$ cat config.mk
export PLATFORM = sky130hd
export DESIGN_NAME = nand2_cell_bist_flat
export DESIGN_NICKNAME = d
export VERILOG_FILES = /design/src/rtl/nand2_cell_bist_if.sv /design/src/rtl/nand2_cell_bist.sv /design/src/flat_wrapper.sv
export SDC_FILE = /design/constraint.sdc
export NUM_CORES = 1
export LEC_CHECK = 0
export CAP_MARGIN = 15
export CORE_AREA = 2 2 63 65
export CTS_CLUSTER_DIAMETER = 30
export DETAILED_ROUTE_END_ITERATION = 16
export DIE_AREA = 0 0 65 67
export GPL_TIMING_DRIVEN = 0
export MAX_ROUTING_LAYER = met4
export PLACE_DENSITY = 0.82
export SLEW_MARGIN = 30
export SYNTH_ARGS = -nofsm -noshare
export SYNTH_HDL_FRONTEND = slang
export SYNTH_SLANG_ARGS = --single-unit
$ cat constraint.sdc
create_clock -name CLK -period 2 [get_ports CLK]
set_clock_uncertainty 0.1 [all_clocks]
set_input_delay 0.4 -clock CLK [delete_from_list [all_inputs] [get_ports CLK]]
set_output_delay 0.4 -clock CLK [all_outputs]
set_load 0.01 [all_outputs]
$ cat src/rtl/nand2_cell_bist_if.sv
// rtl/nand2_cell_bist_if.sv - A1/A2 -> ZN connection between the BIST and the NAND2 cell under test
interface nand2_cell_bist_if;
  logic cut_a1;
  logic cut_a2;
  logic cut_zn;

  modport master (output cut_a1, output cut_a2, input cut_zn);
  modport slave  (input cut_a1, input cut_a2, output cut_zn);
endinterface

$ cat src/rtl/nand2_cell_bist.sv
// rtl/nand2_cell_bist.sv - exhaustive 4-vector NAND2 sweep with settle-timed ZN sampling
// Accumulates a saturating mismatch count and a per-vector fail map over PASSES sweeps.
module nand2_cell_bist #(
  parameter int SETTLE_CYCLES = 2,
  parameter int PASSES        = 1,
  parameter int ERR_W         = 8
) (
  input  logic                  CLK,
  input  logic                  RN,
  input  logic                  start,
  nand2_cell_bist_if.master     cut,
  output logic                  busy,
  output logic                  done,
  output logic                  pass,
  output logic [ERR_W-1:0]      err_count,
  output logic [3:0]            fail_vec
);

  typedef enum logic [1:0] {
    ST_IDLE = 2'd0,
    ST_RUN  = 2'd1,
    ST_DONE = 2'd2
  } state_t;

  localparam logic [3:0]       SETTLE_LD = 4'(SETTLE_CYCLES);
  localparam logic [7:0]       LAST_PASS = 8'(PASSES - 1);
  localparam logic [ERR_W-1:0] ERR_MAX   = '1;

  state_t           state_q, state_d;
  logic [1:0]       vec_q, vec_d;
  logic [3:0]       settle_q, settle_d;
  logic [7:0]       pass_cnt_q, pass_cnt_d;
  logic             a1_q, a1_d;
  logic             a2_q, a2_d;
  logic             busy_q, busy_d;
  logic             done_q, done_d;
  logic             pass_q, pass_d;
  logic [ERR_W-1:0] err_q, err_d;
  logic [3:0]       fail_q, fail_d;

  logic             zn_exp;
  logic             mismatch;
  logic [ERR_W-1:0] err_inc;
  logic [1:0]       vec_nxt;

  always_ff @(posedge CLK or negedge RN) begin
    if (!RN) begin
      state_q    <= ST_IDLE;
      vec_q      <= 2'd0;
      settle_q   <= 4'd0;
      pass_cnt_q <= 8'd0;
      a1_q       <= 1'b0;
      a2_q       <= 1'b0;
      busy_q     <= 1'b0;
      done_q     <= 1'b0;
      pass_q     <= 1'b0;
      err_q      <= '0;
      fail_q     <= 4'd0;
    end else begin
      state_q    <= state_d;
      vec_q      <= vec_d;
      settle_q   <= settle_d;
      pass_cnt_q <= pass_cnt_d;
      a1_q       <= a1_d;
      a2_q       <= a2_d;
      busy_q     <= busy_d;
      done_q     <= done_d;
      pass_q     <= pass_d;
      err_q      <= err_d;
      fail_q     <= fail_d;
    end
  end

  always_comb begin
    state_d    = state_q;
    vec_d      = vec_q;
    settle_d   = settle_q;
    pass_cnt_d = pass_cnt_q;
    a1_d       = a1_q;
    a2_d       = a2_q;
    busy_d     = busy_q;
    done_d     = done_q;
    pass_d     = pass_q;
    err_d      = err_q;
    fail_d     = fail_q;

    // Case inequality so an X or Z response from the cell is counted as a failure.
    zn_exp   = ~(a1_q & a2_q);
    mismatch = (cut.cut_zn !== zn_exp);
    err_inc  = (err_q == ERR_MAX) ? err_q : err_q + 1'b1;
    vec_nxt  = vec_q + 2'd1;

    case (state_q)
      ST_IDLE, ST_DONE: begin
        if (start) begin
          state_d    = ST_RUN;
          busy_d     = 1'b1;
          done_d     = 1'b0;
          pass_d     = 1'b0;
          err_d      = '0;
          fail_d     = 4'd0;
          vec_d      = 2'd0;
          a1_d       = 1'b0;
          a2_d       = 1'b0;
          settle_d   = SETTLE_LD;
          pass_cnt_d = 8'd0;
        end
      end

      ST_RUN: begin
        if (settle_q == 4'd1) begin
          if (mismatch) begin
            err_d  = err_inc;
            fail_d = fail_q | (4'b0001 << vec_q);
          end
          if ((vec_q == 2'd3) && (pass_cnt_q == LAST_PASS)) begin
            state_d    = ST_DONE;
            busy_d     = 1'b0;
            done_d     = 1'b1;
            pass_d     = (err_d == '0);
            vec_d      = 2'd0;
            a1_d       = 1'b0;
            a2_d       = 1'b0;
            settle_d   = 4'd0;
            pass_cnt_d = 8'd0;
          end else begin
            vec_d    = vec_nxt;
            a1_d     = vec_nxt[1];
            a2_d     = vec_nxt[0];
            settle_d = SETTLE_LD;
            if (vec_q == 2'd3) begin
              pass_cnt_d = pass_cnt_q + 8'd1;
            end
          end
        end else begin
          settle_d = settle_q - 4'd1;
        end
      end

      default: begin
        state_d = ST_IDLE;
      end
    endcase
  end

  assign cut.cut_a1 = a1_q;
  assign cut.cut_a2 = a2_q;
  assign busy       = busy_q;
  assign done       = done_q;
  assign pass       = pass_q;
  assign err_count  = err_q;
  assign fail_vec   = fail_q;

endmodule
$ cat src/flat_wrapper.sv
// flat-port wrapper written by rule: the top's interface ports become plain ports
module nand2_cell_bist_flat 
#(
  parameter int SETTLE_CYCLES = 2,
  parameter int PASSES        = 1,
  parameter int ERR_W         = 8
)
  (CLK, RN, start, busy, done, pass, err_count, fail_vec, cut_cut_a1, cut_cut_a2, cut_cut_zn);
  nand2_cell_bist_if cut_i ();
  input  logic CLK;
  input  logic RN;
  input  logic start;
  output logic busy;
  output logic done;
  output logic pass;
  output logic [ERR_W-1:0] err_count;
  output logic [3:0] fail_vec;
  output wire logic [$bits(cut_i.cut_a1)-1:0] cut_cut_a1;
  output wire logic [$bits(cut_i.cut_a2)-1:0] cut_cut_a2;
  input wire logic [$bits(cut_i.cut_zn)-1:0] cut_cut_zn;
  assign cut_cut_a1 = cut_i.cut_a1;
  assign cut_cut_a2 = cut_i.cut_a2;
  assign cut_i.cut_zn = cut_cut_zn;
  nand2_cell_bist #(.SETTLE_CYCLES(SETTLE_CYCLES), .PASSES(PASSES), .ERR_W(ERR_W)) u_core (.CLK(CLK), .RN(RN), .start(start), .cut(cut_i), .busy(busy), .done(done), .pass(pass), .err_count(err_count), .fail_vec(fail_vec));
endmodule
Yosys cells after proc, flatten, opt, wreduce, memory -nomap -nowiden
Index checks and enable logic that the tools add are counted.
- bits in registers: 33
- input port bits: 4
- output and inout port bits: 17
- logic and storage cells: 86
- $add $sub $neg: 4
- eq/ne operators: 11
- shift-type cells: 1
- muxes and demuxes: 44
- bitwise operators: 3
- reduce and logical (&&, ||, !) cells: 12
- operators with widths (cell ; number):
    two-way mux 8 bit ; 9
    case mux 8 bit (2 select lines) ; 2
    two-way mux 4 bit ; 5
    adder 8 x 1 -> 8 bit, second input constant ; 2
    zero test 8 bit ; 2
    case mux 4 bit (2 select lines) ; 2
    two-way mux 2 bit ; 7
    two-way mux 1 bit ; 12
    AND reduction 4 bit ; 3
    case mux 1 bit (2 select lines) ; 5
    equality test 8 bit, second input constant ; 1
    case mux 2 bit (2 select lines) ; 2
    != test 2 x 1 -> 1 bit, second input constant ; 3
    AND reduction 3 bit ; 2
    equality test 2 bit, second input constant ; 2
    equality test 4 x 1 -> 1 bit, second input constant ; 1
    bitwise OR 4 bit ; 1
    left shift 1 x 2 -> 4 bit, first input constant ; 1
    subtractor 4 x 1 -> 4 bit, second input constant ; 1
    != test 3 x 1 -> 1 bit, second input constant ; 1
    adder 2 x 1 -> 2 bit, second input constant ; 1
    equality test 2 x 1 -> 1 bit, second input constant ; 1
    zero test 2 bit ; 1
    != test 2 bit, second input constant ; 1
    other kinds (7) ; 7

Logic depth before layout (Yosys ltp)
- depth after elaboration: 10
- depth in mapped cells: 8
- mapped depth without buffers: 7

Least setup slack after synthesis
No wires, ideal clock.
- kind: register to register
- start: reg u_core.a2_q (netlist: u_core.cut.cut_a2)
- end: reg u_core.err_q[6] (netlist: u_core.err_count[6])
- library setup time: 120 ps
- arrival: 1728 ps
- data required time: 1780 ps
- slack: 53 ps
- cell stages (with the launch flop): 6
- buffers on the path: 0
- clock period less this slack: 1947 ps
- cell sequence: dfrtp_1 ha_1 xnor2_2 nand4_1 or4_1 and3_1
- longest elaborated chain between the ends: 8
- RTL lines (element ; line ; RTL):
    start: declaration ; nand2_cell_bist.sv:34 ; logic a2_q, a2_d;
    start signal: assignment ; nand2_cell_bist.sv:53 ; a2_q <= 1'b0;
    start signal: assignment ; nand2_cell_bist.sv:65 ; a2_q <= a2_d;
    bitwise AND 1 bit ; nand2_cell_bist.sv:88 ; zn_exp = ~(a1_q & a2_q);
    inverter 1 bit ; nand2_cell_bist.sv:88 ;
    case inequality test 1 bit ; nand2_cell_bist.sv:89 ; mismatch = (cut.cut_zn !== zn_exp);
    two-way mux 8 bit ; nand2_cell_bist.sv:112 ; if (mismatch) begin
    two-way mux 8 bit ; nand2_cell_bist.sv:111 ; if (settle_q == 4'd1) begin
    two-way mux 8 bit ; nand2_cell_bist.sv:93 ; case (state_q)
    two-way mux 8 bit ; nand2_cell_bist.sv:111 ;
    case mux 8 bit (2 select lines) ; nand2_cell_bist.sv:93 ;
    end signal: assignment ; nand2_cell_bist.sv:69 ; err_q <= err_d;
    end: declaration ; nand2_cell_bist.sv:38 ; logic [ERR_W-1:0] err_q, err_d;
Every way passes these cells. The select of a mux whose other input is x is not followed.
A chain may end at the register's enable or synchronous reset.

Final worst setup path
- start: reg u_core.settle_q[1]
- end: reg u_core.err_q[6] (netlist: u_core.err_count[6])
- longest elaborated chain between the ends: 3
- RTL lines (element ; line ; RTL):
    start: declaration ; nand2_cell_bist.sv:31 ; logic [3:0] settle_q, settle_d;
    start signal: assignment ; nand2_cell_bist.sv:62 ; settle_q <= settle_d;
    equality test 4 x 1 -> 1 bit ; nand2_cell_bist.sv:111 ;
    != test 2 x 1 -> 1 bit (no line) ; n/a ;
    AND reduction 3 bit (no line) ; n/a ;
Every way passes these cells.

==> flow_metrics.env <==
export IMPL_r2r_start="u_core.settle_q[1]"
export IMPL_detail_route_drc_violations=0
export IMPL_synth_seq_cells=31
export IMPL_placement_setup_slack_ns=-0.237
export IMPL_vias=1530
export IMPL_worst_ir_drop_vdd_v=0.000449
export IMPL_final_max_slew_viol_count=0
export IMPL_maximum_clock_path_buffer_count=2
export IMPL_wl_per_cell_um=14.3
export IMPL_antenna_cells=0
export IMPL_netlist_top_cells_count="dfrtp_1, nand2_1, nor2_1, o21ai_0, nand3_1"
export IMPL_synth_most_common_cell="dfrtp_1"
export IMPL_worst_setup_path_end_kind="flop"
export IMPL_slowest_delay_ns=0.49
export IMPL_cpMaxStageDelayCell="or4_1"
export IMPL_placementRows=22
export IMPL_layout_core_utilization=0.620
export IMPL_placed_wire_length_estimate_um=2610
export IMPL_cp_data_arrival_time_ns=2.04
export IMPL_yosysTopAreaCell="dfrtp_1"
export IMPL_buffer_ports_inserted=20
export IMPL_final_instance_count_excl_fillers=269
export IMPL_grt_pass1_wl_um=6310
export IMPL_p_int_w=0.00156
export IMPL_post_synth_instance_area_sq_um=1740
export IMPL_synthToLayoutAreaGrowth_pct=28.8
export IMPL_timing_hold_worst_class="input pin to asynchronous set/reset pin"
export IMPL_drt_iter0_drc=148
export IMPL_slew_headroom=0.537
export IMPL_path_max_fanout=5
export IMPL_seqCellArea_sq_um=779
export IMPL_dieArea_sq_um=4360
export IMPL_rsz0062_at_grt="true"
export IMPL_synth_top_cell_area_share=0.447
export IMPL_critical_path_cell_chain="inv_2 -> ha_4 -> nor3b_4 -> nand2_2 -> or4_1 -> and3_1"
export IMPL_final_nets=233
export IMPL_drtAntennaViolNets=0
export IMPL_gp_congestion=0.848
export IMPL_tritoncts_clock_tree="yes"
export IMPL_r2r_end="u_core.err_count[6]"
export IMPL_run_status="complete, no violations"
export IMPL_clk_insertion_delay_late_ns=0.29
export IMPL_grt_antenna_before_repair=0
export IMPL_grt_overflow_total=0
export IMPL_tightest_slew_ns=0.695
export IMPL_placed_cells_incl_taps=253
export IMPL_area_of_combinational_cells_with_multiple_inputs_sq_um=985
export IMPL_groute_usage_overall=0.200
export IMPL_worst_hold_slack_after_final_layout_ns=0.0529
export IMPL_final_layout_size_suffix_gt1_frac=0.190
export IMPL_globalRouteMet2Util=0.332
export IMPL_synth_avg_cell_area_sq_um=9.38
export IMPL_clock_tree_root_cell="clkbuf_8"
export IMPL_switching_share=0.363
export IMPL_final_period_utilization=0.979
export IMPL_timing_critical_path_required_ns=2.08
export IMPL_synth_enable_flop_cells=0
export IMPL_setup_viol=0
export IMPL_setup_reg_to_reg_worst_slack_ns=0.04
export IMPL_maxClockFrequency_mhz=511
export IMPL_total_switching_power_w=0.000891
export IMPL_yosysWarnings=0
export IMPL_syn_instance_count=185
export IMPL_grt_pass1_vias=1383
export IMPL_cts_reportedPaths_clkPinSlew_ns=0.06
export IMPL_use_met3=0.0524
export IMPL_synth_async_sr_flop_share=1.00
export IMPL_synth_fp_nets=198
export IMPL_area_inside_the_core_boundary_sq_um=3610
export IMPL_floorplan_die_width_um=65
export IMPL_fraction_of_power_consumed_by_combinational_cells=0.404
export IMPL_synth_flop_cell="dfrtp_1"
export IMPL_cp_start_kind="flop"
export IMPL_initial_core_util=0.481
export IMPL_postCtsHoldBufs=0
export IMPL_clock_sinks=31
export IMPL_cts_h_tree_lvls=2
export IMPL_n_fill_cell=286
export IMPL_pin_count_of_the_biggest_net_entering_global_routing=32
export IMPL_power_share_sequential=0.404
export IMPL_timing_final_ws_setup_ns=0.0419
export IMPL_synth_cell_types=49
export IMPL_worst_r2r_path_depth=6
export IMPL_timing_setup_critical_path_class="flop to flop"
export IMPL_floorplan_die_height_um=67
export IMPL_synth_area_leaders="dfrtp_1, ha_1, o21ai_0, nand2_1, nor2_1"
export IMPL_num_io_pins=21
export IMPL_drt_pass1_iterations=4
export IMPL_avg_vias_per_cell=5.69
export IMPL_timing_hold_violations_final=0
export IMPL_power_frac_clock=0.192
export IMPL_grt_most_used_layer="met2"
export IMPL_final_min_clock_period_ns=1.96
export IMPL_cts_inserted_buffers=5
export IMPL_gr_usage_met1=0.223
export IMPL_max_cap_viol_count=0
export IMPL_p_per_area_nw_per_um2=1100
export IMPL_total_leakage_power_nw=0.987
export IMPL_ys_seq_area_frac=0.447
export IMPL_routed_wirelength_um=3860
==> per-layer routing <==
layer / wire length, um / vias up
met5: 0 / -
met4: 87 / 0
met3: 235 / 9
met2: 1970 / 63
met1: 1570 / 722
li1: - / 736
==> layout make-up <==
cell class | count | share of cell area
Buffer | 5 | 0.0179
Clock buffer | 7 | 0.0342
Clock inverter | 1 | 0.00224
Inverter | 9 | 0.0151
Multi-Input combinational cell | 140 | 0.441
Sequential cell | 31 | 0.349
Tap cell | 48 | 0.0269
Timing Repair Buffer | 28 | 0.114
==> how the worst max path moves through the flow <==
stage,start,to,slack [ns],cells past startpoint
after CTS,u_core.err_count[0],u_core.err_count[6],0.003,5
after global placement,cut_cut_zn,u_core.err_count[6],-0.21,5
after global routing,u_core.settle_q[1],u_core.err_count[7],-0.05,8
after floorplan,u_core.cut.cut_a2,u_core.err_count[6],0.05,5
after detailed placement,cut_cut_zn,u_core.err_count[6],-0.24,5
final,u_core.settle_q[1],u_core.err_count[6],0.04,6
==> state kept, by name, indices dropped and copies added (netlist names) <==
signal / count
u_core.err_count: 8
u_core.pass_cnt_q: 8
u_core.fail_vec: 4
u_core.settle_q: 4
u_core.state_q: 2
u_core.busy: 1
u_core.cut.cut_a2: 1
u_core.done: 1
u_core.pass: 1
u_core.vec_q: 1
==> stage by stage <==
stage	TNS [ns]	cell area, sq um	power, W
floorplan	0	1740	0.00148
global placement	-6.06	2000	0.00179
detailed placement	-2.01	1990	0.00182
CTS	0	2090	0.00232
global route	-0.179	2230	0.00264
finish	0	2230	0.00245
==> worst max-delay path: cells and delay by family, from the launching register on <==
| family | cells | cell delay, ns |
|---|---|---|
| simple gates | 4 | 1.13 |
| flops | 1 | 0.41 |
| fa+ha+maj | 1 | 0.12 |
| buf+inv | 1 | 0.09 |
==> power groups by stage <==
stage	combinational [W]	sequential (W)	clock, W
2_1_floorplan	0.000491	0.000990	0
3_3_place_gp	0.000812	0.000975	0
3_5_place_dp	0.000840	0.000985	0
4_1_cts	0.000864	0.000975	0.000480
5_1_grt	0.00111	0.00102	0.000507
6_report	0.000990	0.000992	0.000471
==> repair_timing <==
item                       4_1_cts  5_1_grt
gates resized for setup          2       26
cloned                           0        1
pin swaps                        1        4
setup endpoints to repair        3       12
buffers inserted                 2        5
==> logic make-up (layout without fill, tap and decap cells) <==
group	count (synthesis)	in the layout	synth area share
AO/OA/AOI/OAI	46	46	0.167
XOR/XNOR	6	6	0.0346
adder cells (fa/ha/maj)	9	9	0.0649
buffers and inverters	14	50	0.0353
flip-flops	31	31	0.447
multiplexers	1	1	0.00577
AND/OR/NAND/NOR	78	78	0.245
==> layout by cell type, fill, tap and decap left out, types with 5 or more instances in the layout <==
| cell | instances |
|---|---|
| nand3_1 | 10 |
| nor2_1 | 15 |
| clkbuf_8 | 5 |
| a21oi_1 | 6 |
| dfrtp_1 | 28 |
| o21ai_0 | 17 |
| and3_1 | 5 |
| buf_4 | 8 |
| ha_1 | 6 |
| nand2_1 | 18 |
| nor3_1 | 5 |
| inv_1 | 8 |
| clkdlybuf4s50_1 | 18 |
Power figures use the tool's default switching activity.
